--- src/rtl/lancer_de.sv ---
// Die-roll engine: shows an LFSR animation for ROLL_CYCLES, then reduces a sampled LFSR word into [min_de, max_de].
// Optional macro CRITIQUE_EN enables the critique/echec flags (tied to 0 otherwise).
module lancer_de #(
  parameter logic [15:0] LFSR_SEED   = 16'hACE1,
  parameter int unsigned ROLL_CYCLES = 25000000,
  parameter int unsigned ANIM_DIV    = 2500000,
  parameter int unsigned CNT_W       = 25
) (
  input  logic       clk,
  input  logic       rst,
  input  logic       lancer,
  input  logic [6:0] min_de,
  input  logic [6:0] max_de,
  output logic [6:0] resultat,
  output logic       valide,
  output logic       en_cours,
  output logic       erreur,
  output logic       critique,
  output logic       echec
);

  typedef enum logic [1:0] {ATTENTE, ROULE, DIVISE, PRET} state_t;

  state_t           state, state_next;
  logic [15:0]      lfsr;
  logic             lancer_q;
  logic [6:0]       bmin, bmax;
  logic [CNT_W-1:0] roll_cnt, anim_cnt;
  logic [4:0]       step_cnt;
  logic [15:0]      dividend;
  logic [7:0]       rem;

  logic       depart, idle, roll_last, anim_hit, div_done, bounds_bad, in_range;
  logic [7:0] range;
  logic [8:0] rem_sh;
  logic [7:0] rem_next;
  logic [6:0] res_final;

  assign depart     = lancer & ~lancer_q;
  assign idle       = (state == ATTENTE) || (state == PRET);
  assign roll_last  = (roll_cnt == CNT_W'(ROLL_CYCLES - 1));
  assign anim_hit   = (anim_cnt == CNT_W'(ANIM_DIV - 1));
  assign div_done   = (step_cnt == 5'd16);
  assign bounds_bad = (bmin > bmax);
  assign in_range   = (lfsr[6:0] >= bmin) && (lfsr[6:0] <= bmax);

  // Restoring reduction: rem stays below range (<= 128), so the shifted value fits in 9 bits.
  assign range     = {1'b0, bmax} - {1'b0, bmin} + 8'd1;
  assign rem_sh    = {rem, dividend[15]};
  assign rem_next  = (rem_sh >= {1'b0, range}) ? 8'(rem_sh - {1'b0, range}) : rem_sh[7:0];
  assign res_final = bmin + rem[6:0];

  always_ff @(posedge clk) begin
    if (rst) state <= ATTENTE;
    else     state <= state_next;
  end

  always_comb begin
    state_next = state;
    case (state)
      ATTENTE, PRET: if (depart) state_next = ROULE;
      ROULE:         if (roll_last) state_next = bounds_bad ? PRET : DIVISE;
      DIVISE:        if (div_done) state_next = PRET;
      default:       state_next = ATTENTE;
    endcase
  end

  always_ff @(posedge clk) begin
    if (rst) begin
      lfsr     <= LFSR_SEED;
      lancer_q <= 1'b0;
      bmin     <= '0;
      bmax     <= '0;
      roll_cnt <= '0;
      anim_cnt <= '0;
      step_cnt <= '0;
      dividend <= '0;
      rem      <= '0;
      resultat <= '0;
      valide   <= 1'b0;
      en_cours <= 1'b0;
      erreur   <= 1'b0;
    end else begin
      lfsr     <= {lfsr[14:0], lfsr[15] ^ lfsr[13] ^ lfsr[12] ^ lfsr[10]};
      lancer_q <= lancer;
      case (state)
        ATTENTE, PRET: begin
          if (depart) begin
            bmin     <= min_de;
            bmax     <= max_de;
            valide   <= 1'b0;
            erreur   <= 1'b0;
            en_cours <= 1'b1;
            roll_cnt <= '0;
            anim_cnt <= '0;
            step_cnt <= '0;
          end
        end
        ROULE: begin
          roll_cnt <= roll_cnt + 1'b1;
          if (anim_hit) begin
            anim_cnt <= '0;
            if (in_range) resultat <= lfsr[6:0];
          end else begin
            anim_cnt <= anim_cnt + 1'b1;
          end
          if (roll_last) begin
            roll_cnt <= '0;
            dividend <= lfsr;
            rem      <= '0;
            step_cnt <= '0;
            // Inverted bounds finish here; overrides any animation update above.
            if (bounds_bad) begin
              resultat <= bmin;
              valide   <= 1'b1;
              erreur   <= 1'b1;
              en_cours <= 1'b0;
            end
          end
        end
        DIVISE: begin
          if (!div_done) begin
            rem      <= rem_next;
            dividend <= {dividend[14:0], 1'b0};
            step_cnt <= step_cnt + 1'b1;
          end else begin
            resultat <= res_final;
            valide   <= 1'b1;
            en_cours <= 1'b0;
          end
        end
        default: ;
      endcase
    end
  end

`ifdef CRITIQUE_EN
  always_ff @(posedge clk) begin
    if (rst || (idle && depart)) begin
      critique <= 1'b0;
      echec    <= 1'b0;
    end else if (state == DIVISE && div_done) begin
      critique <= (res_final == bmax);
      echec    <= (res_final == bmin);
    end
  end
`else
  assign critique = 1'b0;
  assign echec    = 1'b0;
`endif

endmodule
--- config.mk ---
export PLATFORM = sky130hd
export DESIGN_NAME = lancer_de
export DESIGN_NICKNAME = d
export VERILOG_FILES = /design/src/rtl/lancer_de.sv
export SDC_FILE = /design/constraint.sdc
export NUM_CORES = 1
export LEC_CHECK = 0
export BUFFER_PORTS_ARGS = -buffer_cell sky130_fd_sc_hd__buf_2
export CORE_MARGIN = 3
export CORE_UTILIZATION = 30
export DETAILED_ROUTE_END_ITERATION = 10
export GPL_ROUTABILITY_DRIVEN = 0
export GPL_TIMING_DRIVEN = 0
export PLACE_DENSITY = 0.45
export SETUP_SLACK_MARGIN = 0.1
export SLEW_MARGIN = 20
export SYNTH_ARGS = -nofsm -noshare
export SYNTH_HDL_FRONTEND = slang
export SYNTH_SLANG_ARGS = --single-unit
--- constraint.sdc ---
create_clock -name clk -period 8.4 [get_ports clk]
set_clock_uncertainty 0.05 [all_clocks]
set_input_delay 1.26 -clock clk [delete_from_list [all_inputs] [get_ports clk]]
set_output_delay 1.26 -clock clk [all_outputs]
set_load 0.02 [all_outputs]
==> flow_summary_export.csv <==
group,metric,value,unit
timing,holdWs,400,ps
cts,clockBufferDepth,2,
placement,io_buffer_count,26,
global_route,antenna_found_initial,0,
route,routed_wl,19500,microns
route,via_count,6128,
global_route,grt_max_degree,17,
floorplanning,die_h,160,microns
critical_path,rr_endpoint,"rem[1]$_SDFFE_PP0P_",
synthesis,ys_types,69,
critical_path,rrSetupSlack,4280,ps
global_route,overflow,0,
route,ant_nets,0,
synthesis,avgSynthCellArea,8.36,sq um
min_path,hold_path_depth,1,
synthesis,ys_seq_area_share,34.5,%
critical_path,critical_path.max_stage_delay,470,ps
min_path,min_path_type,"register to register",
critical_path,crit_path_max_fanout,10,
min_path,hp-start,"lfsr[14]$_SDFF_PP0_",
final_layout,final_net_count,967,
run,maxCapViolCount,0,
synthesis,synth_edf_count,0,
cts,cts-root-buf,"clkbuf_16",
synthesis,ys_warn_count,0,
cts,htreeDepth,4,
timing,final_hold_viol_count,0,
pwr,cellLeakagePower,2.94,nW
timing,post-route-period-util,49.0,%
floorplanning,rows,55,
final_layout,drive_above_1_share,10.0,%
critical_path,cp_slowest_cell,"dfxtp_1",
global_route,grt_pass1_wl,32900,microns
route,detail_route.vias_per_cell,5.03,
critical_path,cp.required,8640,ps
critical_path,worstPathArrival,4360,ps
critical_path,critPathLaunchType,"register",
pwr,p_per_area,292,mW/mm^2
synthesis,synthFlopType,"dfxtp_1",
min_path,min_to,"lfsr[15]$_SDFF_PP1_",
floorplanning,design.portCount,29,
route,drt-wirelength-per-cell,16.0,microns
timing,slew_headroom,30.4,%
critical_path,crit-reg2reg-launch,"bmin[2]$_SDFFE_PP0P_",
timing,fmax,243,MHz
timing,tns,0,ps
cts,cts_tree,"yes",
final_layout,n_fill_cell,2397,
synthesis,synthArstFlopShare,0,%
cts,clock_latency,430,ps
floorplanning,dieArea,0.0255,sq mm
timing,grt_setup_unrepaired,"false",
critical_path,r2r_cells,17,
critical_path,critPathBufInv,2,
global_route,grt_usage,16.0,%
final_layout,final_area,0.00824,sq mm
synthesis,syn_area,0.00708,sq mm
floorplanning,coreArea,0.0229,sq mm
timing,tightest_slew,1030,ps
route,drcViolationCount,0,
run_status,status,"completed",
global_route,grt_pass1_vias,6079,
cts,cts_resized,0,
cts,cts.sinks,122,
floorplanning,die_w,160,microns
critical_path,crit_family,"compound AO/OA/AOI/OAI gates",
timing,finalSetupViolCount,0,
route,drtPass1Iterations,5,
cts,numCtsBuffers,17,
synthesis,ys_seq_elements,122,
critical_path,crit_path_cell_trace,"inv_1 > ha_1 > ha_1 > nand2_1 > nor2_1 > a211oi_1 > o21bai_1 > a21oi_1 > xor2_1 > ha_1 > a21oi_1 > nand4_1 > o2bb2ai_1 > clkbuf_1 > nor2_1 > a21oi_1 > o32ai_1",
critical_path,end_kind,"register",
pwr,power,2.40,mW
cts,cts_setup_buffers,0,
final_layout,area_growth,16.3,%
cts,clkTransAtPathRegs,60,ps
placement,dp_hpwl,14600,microns
critical_path,crit_type,"register to register",
floorplanning,start_util,30.9,%
pwr,irDropWorstVdd,0.000146,V
final_layout,num_antenna_cells,0,
timing,slew_viol_final,0,
placement,place_area,0.00761,sq mm
cts,cts_hold_buf,0,
route,drt-initial-drc-count,311,
synthesis,synthCells,847,
timing,fin_crit,4120,ps
==> cells in the mapped netlist, drive strengths merged, types with 19 or more instances <==
cell      n  area share (%)
xor2     27             3.3
o21ai    36             2.5
nand3    23             1.6
a211oi   23             2.6
clkbuf   24             1.3
nand4    19             1.7
ha       54             9.5
inv      37             2.0
nand2    70             3.7
xnor2    19             2.3
nor2     92             4.9
dfxtp   122              34
mux2i    25             3.5
a21oi    73             5.2
==> worst reg2reg max path, cell delays in order (launching register included) <==
cell       delay, ps
dfxtp_1          470
inv_1            130
ha_1             390
ha_1             310
nand2_1           70
nor2_1            40
a211oi_1         340
o21bai_1         110
a21oi_1          180
xor2_1           190
ha_1             310
a21oi_1          230
nand4_1          110
o2bb2ai_1        370
clkbuf_1         370
nor2_1            70
a21oi_1          160
o32ai_1           90
==> flip-flops by register name, indices dropped and copies added, names as in the netlist <==
signal and flops:
bmax 7, en_cours 1, anim_cnt 25, valide 1, dividend 16, roll_cnt 25, lancer_q 1, lfsr 16
resultat 7, erreur 1, bmin 7, state 2, rem 8, step_cnt 5
==> metrics by stage <==
stage | setup WS (ps) | utilization [%] | instances
after floorplan | 4990 | - | 848
after global placement | 4260 | 33.2 | 1187
after detailed placement | 4240 | 33.2 | 1187
after CTS | 4230 | 35.9 | 1219
after global routing | 3850 | 35.9 | 1219
final | 4280 | 35.9 | 1219
==> how the worst max path moves through the flow <==
stage / startpoint / end / slack [ps] / depth (start not counted)
after global placement: bmin[2]$_SDFFE_PP0P_ / rem[1]$_SDFFE_PP0P_ / 4260 / 17
after global routing: bmin[2]$_SDFFE_PP0P_ / rem[1]$_SDFFE_PP0P_ / 3850 / 17
after detailed placement: bmin[2]$_SDFFE_PP0P_ / rem[1]$_SDFFE_PP0P_ / 4240 / 17
after CTS: bmin[2]$_SDFFE_PP0P_ / rem[1]$_SDFFE_PP0P_ / 4230 / 17
after floorplan: bmin[2]$_SDFFE_PP0P_ / rem[3]$_SDFFE_PP0P_ / 4990 / 17
final: bmin[2]$_SDFFE_PP0P_ / rem[1]$_SDFFE_PP0P_ / 4280 / 17
==> area by class of cell <==
class	count	area [sq um]	share of cell area, %
multi-input cells	653	4340	52.7
flip-flops and latches	122	2440	29.7
clock buffers	19	433	5.26
well taps	313	392	4.76
clock inverters	13	194	2.35
plain buffers	36	161	1.96
inverters	37	139	1.69
repair buffers	26	130	1.58
==> cells in the final DEF (no fill, tap or decap), types with 7 or more instances in the layout <==
cell	synthesis	routed
dfxtp_1	122	122
nor2_1	92	92
a21oi_1	73	73
nand2_1	69	69
ha_1	54	54
inv_1	37	37
o21ai_0	35	35
buf_2	6	32
xor2_1	27	27
clkbuf_1	24	26
mux2i_1	25	25
nand3_1	23	23
a211oi_1	22	22
xnor2_1	19	19
nand4_1	19	19
nor2b_1	18	18
nor3_1	18	18
clkbuf_16	0	17
or2_2	14	14
nand2b_1	11	11
or3_1	11	11
and2_1	8	8
o21a_1	8	8
o31ai_1	7	7
nor4_1	7	7
==> power by group <==
group,switching [mW],internal [mW]
sequential,0.0719,0.668
clock,0.289,0.499
combinational,0.540,0.336
==> cell families after synthesis <==
kind of cell	synth area share, %
AND/OR/NAND/NOR	23.7
adder cells (fa/ha/maj)	10.4
buffers and inverters	4.24
flip-flops	34.5
XOR/XNOR	5.69
multiplexers	3.69
other	0.0529
AO/OA/AOI/OAI	17.8
==> routing by layer <==
layer	part of all wire [%]	up-vias	GRT usage (%)
met5	0	-	0
met4	1.0	0	3.82
met3	3.4	16	3.45
met2	47	98	25.9
met1	49	2895	21.8
li1	-	3119	-
(Power assumes the default switching activity.)
